## src/rtl/grid_mem_arbiter.sv

```systemverilog
// Single-port grid RAM arbiter. Every px_clk cycle the port goes to video scan-out,
// then the full-grid clear sequence, then game accesses, in that priority.
module grid_mem_arbiter #(
  parameter int unsigned GRID_COLS   = 12,
  parameter int unsigned GRID_ROWS   = 20,
  parameter logic [7:0]  BORDER_CODE = 8'd8
) (
  input  logic       px_clk,
  input  logic       reset,
  input  logic       px_en,
  input  logic [7:0] vid_addr,
  output logic [7:0] vid_data,
  input  logic       g_req,
  input  logic       g_we,
  input  logic [7:0] g_addr,
  input  logic [7:0] g_wdata,
  output logic       g_ack,
  output logic [7:0] g_rdata,
  output logic       g_err,
  input  logic       clr_start,
  output logic       clr_busy,
  output logic [7:0] mem_addr,
  output logic       mem_we,
  output logic [7:0] mem_wdata,
  input  logic [7:0] mem_rdata
);
  localparam int unsigned GRID_CELLS = GRID_COLS * GRID_ROWS;
  localparam int unsigned CW = (GRID_COLS > 1) ? $clog2(GRID_COLS) : 1;
  localparam int unsigned RW = (GRID_ROWS > 1) ? $clog2(GRID_ROWS) : 1;
  localparam logic [8:0]    CELLS_LIM = 9'(GRID_CELLS);
  localparam logic [CW-1:0] COL_LAST  = CW'(GRID_COLS - 1);
  localparam logic [RW-1:0] ROW_LAST  = RW'(GRID_ROWS - 1);

  typedef enum logic [2:0] {IDLE, VIDEO, CLEAR, G_ISSUE, G_DONE} state_t;

  typedef struct packed {
    logic       we;
    logic       oor;
    logic [7:0] addr;
    logic [7:0] wdata;
  } greq_t;

  state_t        state_q;
  greq_t         greq_q, greq_d;
  logic [RW-1:0] row_q;
  logic [CW-1:0] col_q;
  logic          clr_busy_q;
  logic          vid_vld_q;

  logic       vid_go, clr_go, clr_last, clr_border;
  logic [7:0] clr_addr;

  // G_ISSUE keeps the port even if px_en rises, so a granted access always lands.
  always_comb begin
    clr_addr   = 8'(32'(row_q) * GRID_COLS + 32'(col_q));
    clr_border = (col_q == '0) || (col_q == COL_LAST) || (row_q == ROW_LAST);
    clr_last   = (col_q == COL_LAST) && (row_q == ROW_LAST);
    vid_go     = px_en && (state_q != G_ISSUE);
    clr_go     = !px_en && clr_busy_q && (state_q != G_ISSUE);
    greq_d     = '{we: g_we, oor: ({1'b0, g_addr} >= CELLS_LIM), addr: g_addr, wdata: g_wdata};
    mem_addr   = '0;
    mem_we     = 1'b0;
    mem_wdata  = '0;
    if (!reset) begin
      if (state_q == G_ISSUE) begin
        mem_addr  = greq_q.addr;
        mem_we    = greq_q.we && !greq_q.oor;
        mem_wdata = greq_q.wdata;
      end else if (vid_go) begin
        mem_addr = vid_addr;
      end else if (clr_go) begin
        mem_addr  = clr_addr;
        mem_we    = 1'b1;
        mem_wdata = clr_border ? BORDER_CODE : 8'd0;
      end
    end
  end

  // Read data comes straight off the RAM output register, qualified by our own flags.
  assign g_ack    = (state_q == G_DONE);
  assign g_err    = g_ack && greq_q.oor;
  assign g_rdata  = (g_ack && !greq_q.we && !greq_q.oor) ? mem_rdata : 8'd0;
  assign vid_data = vid_vld_q ? mem_rdata : 8'd0;
  assign clr_busy = clr_busy_q;

  always_ff @(posedge px_clk or posedge reset) begin
    if (reset) begin
      state_q    <= IDLE;
      greq_q     <= '0;
      row_q      <= '0;
      col_q      <= '0;
      clr_busy_q <= 1'b0;
      vid_vld_q  <= 1'b0;
    end else begin
      vid_vld_q <= vid_go;
      if (clr_go) begin
        if (clr_last) begin
          row_q      <= '0;
          col_q      <= '0;
          clr_busy_q <= 1'b0;
        end else if (col_q == COL_LAST) begin
          col_q <= '0;
          row_q <= row_q + 1'b1;
        end else begin
          col_q <= col_q + 1'b1;
        end
      end else if (clr_start) begin
        clr_busy_q <= 1'b1;
      end
      unique case (state_q)
        G_ISSUE:       state_q <= G_DONE;
        VIDEO, G_DONE: state_q <= px_en ? VIDEO : IDLE;
        default: begin
          if (px_en) begin
            state_q <= VIDEO;
          end else if (clr_busy_q) begin
            state_q <= clr_last ? IDLE : CLEAR;
          end else if (g_req && (state_q == IDLE)) begin
            state_q <= G_ISSUE;
            greq_q  <= greq_d;
          end else begin
            state_q <= IDLE;
          end
        end
      endcase
    end
  end
endmodule

```

## config.mk

```make
export PLATFORM = sky130hd
export DESIGN_NAME = grid_mem_arbiter
export DESIGN_NICKNAME = d
export VERILOG_FILES = /design/src/rtl/grid_mem_arbiter.sv
export SDC_FILE = /design/constraint.sdc
export NUM_CORES = 1
export LEC_CHECK = 0
export ABC_AREA = 1
export CAP_MARGIN = 20
export CORE_MARGIN = 5
export CORE_UTILIZATION = 40
export CTS_CLUSTER_SIZE = 25
export DETAILED_ROUTE_END_ITERATION = 12
export PLACE_DENSITY = 0.83
export RECOVER_POWER = 50
export SYNTH_ARGS = -nofsm -noshare
export SYNTH_HDL_FRONTEND = slang
export SYNTH_SLANG_ARGS = --single-unit
```

## constraint.sdc

```tcl
create_clock -name px_clk -period 2.6 [get_ports px_clk]
set_clock_uncertainty 0.2 [all_clocks]
set_input_delay 0.26 -clock px_clk [delete_from_list [all_inputs] [get_ports px_clk]]
set_output_delay 0.26 -clock px_clk [all_outputs]
set_load 0.1 [all_outputs]
```

# Yosys cells after proc, flatten, opt, wreduce, memory -nomap -nowiden
# Cells that the tools add are included.
[totals]
ff_bits = 32
input_bits = 38
[op_classes]
add_sub_neg = 3
mul = 1
order_cmp = 1
n_eq_ne = 7
mux = 28
bitwise_logic = 3
n_reduce_logical = 23
[op_table]
columns = ["cell", "n"]
rows = [
  ["$mux W8", 8],
  ["$mux W4", 5],
  ["$mux W5", 2],
  ["$logic_and A1 B1 Y1", 9],
  ["$add A8 B4 Y8", 1],
  ["$ge A8 B8 Y1 const B", 1],
  ["$mux W1", 8],
  ["$mux W2", 4],
  ["$mul A5 B2 Y6 const B", 1],
  ["$pmux W3 S2", 1],
  ["$add A5 B1 Y5 const B", 1],
  ["$eq A5 B5 Y1 const B", 1],
  ["$add A4 B1 Y4 const B", 1],
  ["$eq A4 B4 Y1 const B", 1],
  ["$logic_not A4 Y1", 1],
  ["$reduce_and A2 Y1", 2],
  ["$reduce_and A4 Y1", 1],
  ["$reduce_bool A2 Y1", 2],
  ["$eq A3 B1 Y1 const B", 1],
  ["$eq A3 B2 Y1 const B", 1],
  ["$eq A3 B3 Y1 const B", 1],
  ["$logic_not A1 Y1", 3],
  ["$logic_not A3 Y1", 1],
  ["$ne A3 B2 Y1 const B", 1],
  ["other kinds (5)", 8],
]

# Logic depth before layout (Yosys ltp)
[depth]
ltp_word = 8
mapped_depth = 10
depth_no_buf = 10

# Worst setup path before layout
# OpenSTA, ideal clock, no wires.
[synth_path]
kind = "register to output"
startpoint = "register clr_busy_q, in the netlist clr_busy"
endpoint = "output mem_addr[1]"
arrival_ns = 3.311
required_ns = 2.140
setup_slack_ns = -1.171
path_stages_with_launch = 8
path_buffers = 1
cell_sequence = "dfrtp_1 inv_1 nor2_4 nand2_4 inv_1 buf_4 nand2_1 a31oi_1"
[synth_between]
elab_chain_cells = 6
[synth_rtl]
columns = ["element", "line_no", "text"]
rows = [
  ["start, declared", "47", "logic clr_busy_q;"],
  ["start signal, assigned", "92", "clr_busy_q <= 1'b0;"],
  ["start signal, assigned", "100", "clr_busy_q <= 1'b0;"],
  ["start signal, assigned", "108", "clr_busy_q <= 1'b1;"],
  ["$logic_and A1 B1 Y1 (2 in series)", "59", "clr_go = !px_en && clr_busy_q && (state_q != G_ISSUE);"],
  ["$mux W8", "71", "end else if (clr_go) begin"],
  ["$mux W8", "69", "end else if (vid_go) begin"],
  ["$mux W8", "65", "if (state_q == G_ISSUE) begin"],
  ["$mux W8", "64", "if (!reset) begin"],
  ["end, declared", "22", "output logic [7:0] mem_addr,"],
]
# Every way passes these cells.

# Final worst setup path
[layout_path]
startpoint = "register row_q[1]"
endpoint = "output mem_addr[7]"
[layout_between]
elab_chain_cells = 6
[layout_rtl]
columns = ["element", "line_no", "text"]
rows = [
  ["start, declared", "45", "logic [RW-1:0] row_q;"],
  ["start signal, assigned", "103", "row_q <= row_q + 1'b1;"],
  ["$mul A5 B2 Y6", "55", "clr_addr = 8'(32'(row_q) * GRID_COLS + 32'(col_q));"],
  ["$add A8 B4 Y8", "55", ""],
  ["$mux W8", "71", ""],
  ["$mux W8", "69", ""],
  ["$mux W8", "65", ""],
  ["$mux W8", "64", ""],
]
# Every way passes these cells.

==> results.py <==
metrics = {
    "run_status": {
        "status": "complete, but fails checks",
        "violations": "negative setup slack",
    },
    "clock_network": {
        "h-tree-depth": 2,
        "cts_tree": "yes",
        "cts_buffers": 5,
        "numClockSinks": 32,
        "clk_latency_ns": 0.29,
        "clk_path_buf_depth": 2,
        "postCtsHoldBufs": 0,
        "root_buffer": "clkbuf_8",
        "path_clk_slew_ns": 0.07,
    },
    "power": {
        "swShare_pct": 46.6,
        "p_int_mw": 1.61,
        "power.density_mw_per_mm2": 834,
        "p_sw_mw": 1.40,
        "power.total_mw": 3.01,
        "power_frac_comb_pct": 62.2,
        "irDropWorstVdd_v": 0.000709,
        "leakage_nw": 1.66,
        "clock_power_share_pct": 15.7,
        "pwr-share-seq_pct": 22.1,
    },
    "critical_path": {
        "cp_max_fo": 3,
        "crit_path_start_kind": "flip-flop",
        "reg2regPathDepth": 7,
        "required_ns": 2.14,
        "endpoint_kind": "primary output",
        "worstPathArrival_ns": 2.28,
        "worst-setup-path-type": "flip-flop to primary output",
    },
    "final_layout": {
        "multiInputGateArea_mm2": 0.00136,
        "layout-drive-gt1-share_pct": 33.2,
        "final_cell_mix": "nand2_1, inv_1, clkdlybuf4s50_1",
        "seq_area_um2": 806,
        "final_common_cell": "nand2_1",
        "areaGrowthSynthToFinish_pct": 74.2,
        "final_util_pct": 71.2,
        "nets": 422,
        "antenna_cells": 0,
        "n_fill_cell": 390,
        "final_cells": 444,
    },
    "floorplan": {
        "die_h_um": 82.0,
        "start_util_pct": 40.9,
        "rows": 26,
        "io_pins": 74,
        "dieArea_mm2": 0.00673,
        "core_mm2": 0.00507,
        "die_width_um": 82.0,
    },
    "routing": {
        "wl_per_cell_um": 13.7,
        "drc_errors": 0,
        "ant_nets": 0,
        "dr.pass1.iters": 4,
        "viasPerCell": 4.91,
        "vias": 2178,
        "finalWirelength_mm": 6.06,
        "drtIter0Drc": 121,
    },
    "global_route": {
        "grt.busiest_layer": "met2",
        "grt_pass1_vias": 2188,
        "grtUsageMet1_pct": 22.1,
        "grt_antenna_before_repair": 0,
        "global_route.overflow_total": 0,
        "met3_usage_pct": 4.17,
        "grt_use_total_pct": 18.6,
        "met2_usage_pct": 31.7,
        "grt_max_degree": 23,
        "grt_pass1_wl_mm": 9.63,
    },
    "timing": {
        "finalHoldViolations": 0,
        "slew_headroom_pct": 22.7,
        "period_minus_slack_ns": 2.74,
        "tightest_slew_ns": 1.16,
        "finalSetupViolCount": 4,
        "timing.fmax_mhz": 364,
        "fin_crit_sh_pct": 106,
        "rsz0062_at_grt": "yes",
        "finalSetupTns_ns": -0.301,
        "drv_slew": 0,
        "layout_setup_ws_ns": -0.144,
    },
    "synthesis": {
        "netlist_instances": 287,
        "synth.distinct_cells": 28,
        "synth_flop_cell": "dfrtp_1",
        "synth-seq-area-share_pct": 38.6,
        "synth_seq_cells": 32,
        "async_reset_ff_share_pct": 100,
        "syn_nets": 336,
        "synth.cell_area_mm2": 0.00207,
        "synth_edf_count": 0,
        "avgSynthCellArea_um2": 7.23,
        "yosys_warnings": 0,
    },
    "job": {
        "max_cap_violations": 0,
    },
    "place": {
        "routabilityCongestion": 0.838,
        "dp_hpwl_mm": 4.73,
        "io_buffers": 73,
        "pre_cts_ws_ns": 0.0839,
        "dpl.cell_count": 429,
    },
    "worst_hold_path": {
        "min_path_type": "input port to async pin",
    },
}
timing repair:
item / 4_1_cts / 5_1_grt
cloned: 0 / 0
gates resized for setup: 6 / 18
setup endpoints to repair: 4 / 5
pin swaps: 9 / 14
buffers inserted: 5 / 2
cell families (layout without fill, tap and decap cells):
group	count (synthesis)	in the layout	synth area share, %
buffers and inverters	55	142	11.0
adder cells (fa/ha/maj)	11	11	7.36
AND/OR/NAND/NOR	148	148	31.8
multiplexers	1	1	0.483
AO/OA/AOI/OAI	40	40	10.7
flip-flops	32	32	38.6
metrics by stage:
stage	cell area, um^2	hold slack [ns]
2_1_floorplan	2330	0.177
3_3_place_gp	3360	0.254
3_5_place_dp	3360	0.259
4_1_cts	3530	0.102
5_1_grt	3610	0.119
6_report	3610	0.101
power groups by stage:
stage / clock network [mW] / registers [mW] / logic, mW
6_report: 0.474 / 0.664 / 1.87
5_1_grt: 0.501 / 0.674 / 2.03
4_1_cts: 0.481 / 0.660 / 1.66
3_5_place_dp: 0 / 0.677 / 1.54
3_3_place_gp: 0 / 0.670 / 1.50
2_1_floorplan: 0 / 0.651 / 1.12
sequential cells by signal, indices dropped and copies added (netlist names):
signal	count
clr_busy	1
state_q	3
vid_vld_q	1
greq_q	18
row_q	5
col_q	4
critical path, cell delays in order, from the launching register on:
cell and delay (ns):
dfrtp_2 0.44, ha_4 0.17, fa_2 0.57, nand2_2 0.09, nor2_4 0.11, nand3_2 0.07, nand2_2 0.07, nand3_2 0.09
a21oi_4 0.18, buf_12 0.19
layout make-up:
class | instances | area share [%]
clock buffer | 5 | 1.90
clock inverter | 3 | 1.18
inverter | 49 | 5.30
multi-input combinational | 200 | 37.7
sequential | 32 | 22.3
tap | 70 | 2.42
timing repair buffer | 85 | 29.2
metal layers:
metal	part of all wire, %	routed length, um
met5	0	0
met4	2.4	146
met3	5.5	336
met2	54	3250
met1	38	2330
Yosys cell counts, types with 3 or more instances:
cell type,instances,area share (%)
nor2_1,25,4.5
o21ai_0,17,4.1
nand2_1,87,16
nor2_2,3,0.90
nor2_4,4,2.2
inv_1,47,8.5
nand3_1,22,5.3
a31oi_1,5,1.5
ha_1,9,5.4
a21oi_1,12,2.9
dfrtp_1,32,39
final timing paths:
check | startpoint | end | slack, ns
setup / recovery | row_q[1] | mem_addr[7] | -0.14
hold / removal | reset | row_q[3] | 0.10
setup reg to reg | row_q[3] | row_q[3] | 0.81
hold reg to reg | greq_q[12] | greq_q[12] | 0.27
max in group asynchronous | reset | row_q[0] | 1.62
min in group px_clk | greq_q[12] | greq_q[12] | 0.27
Note: power is estimated with default switching activity, not from simulation.
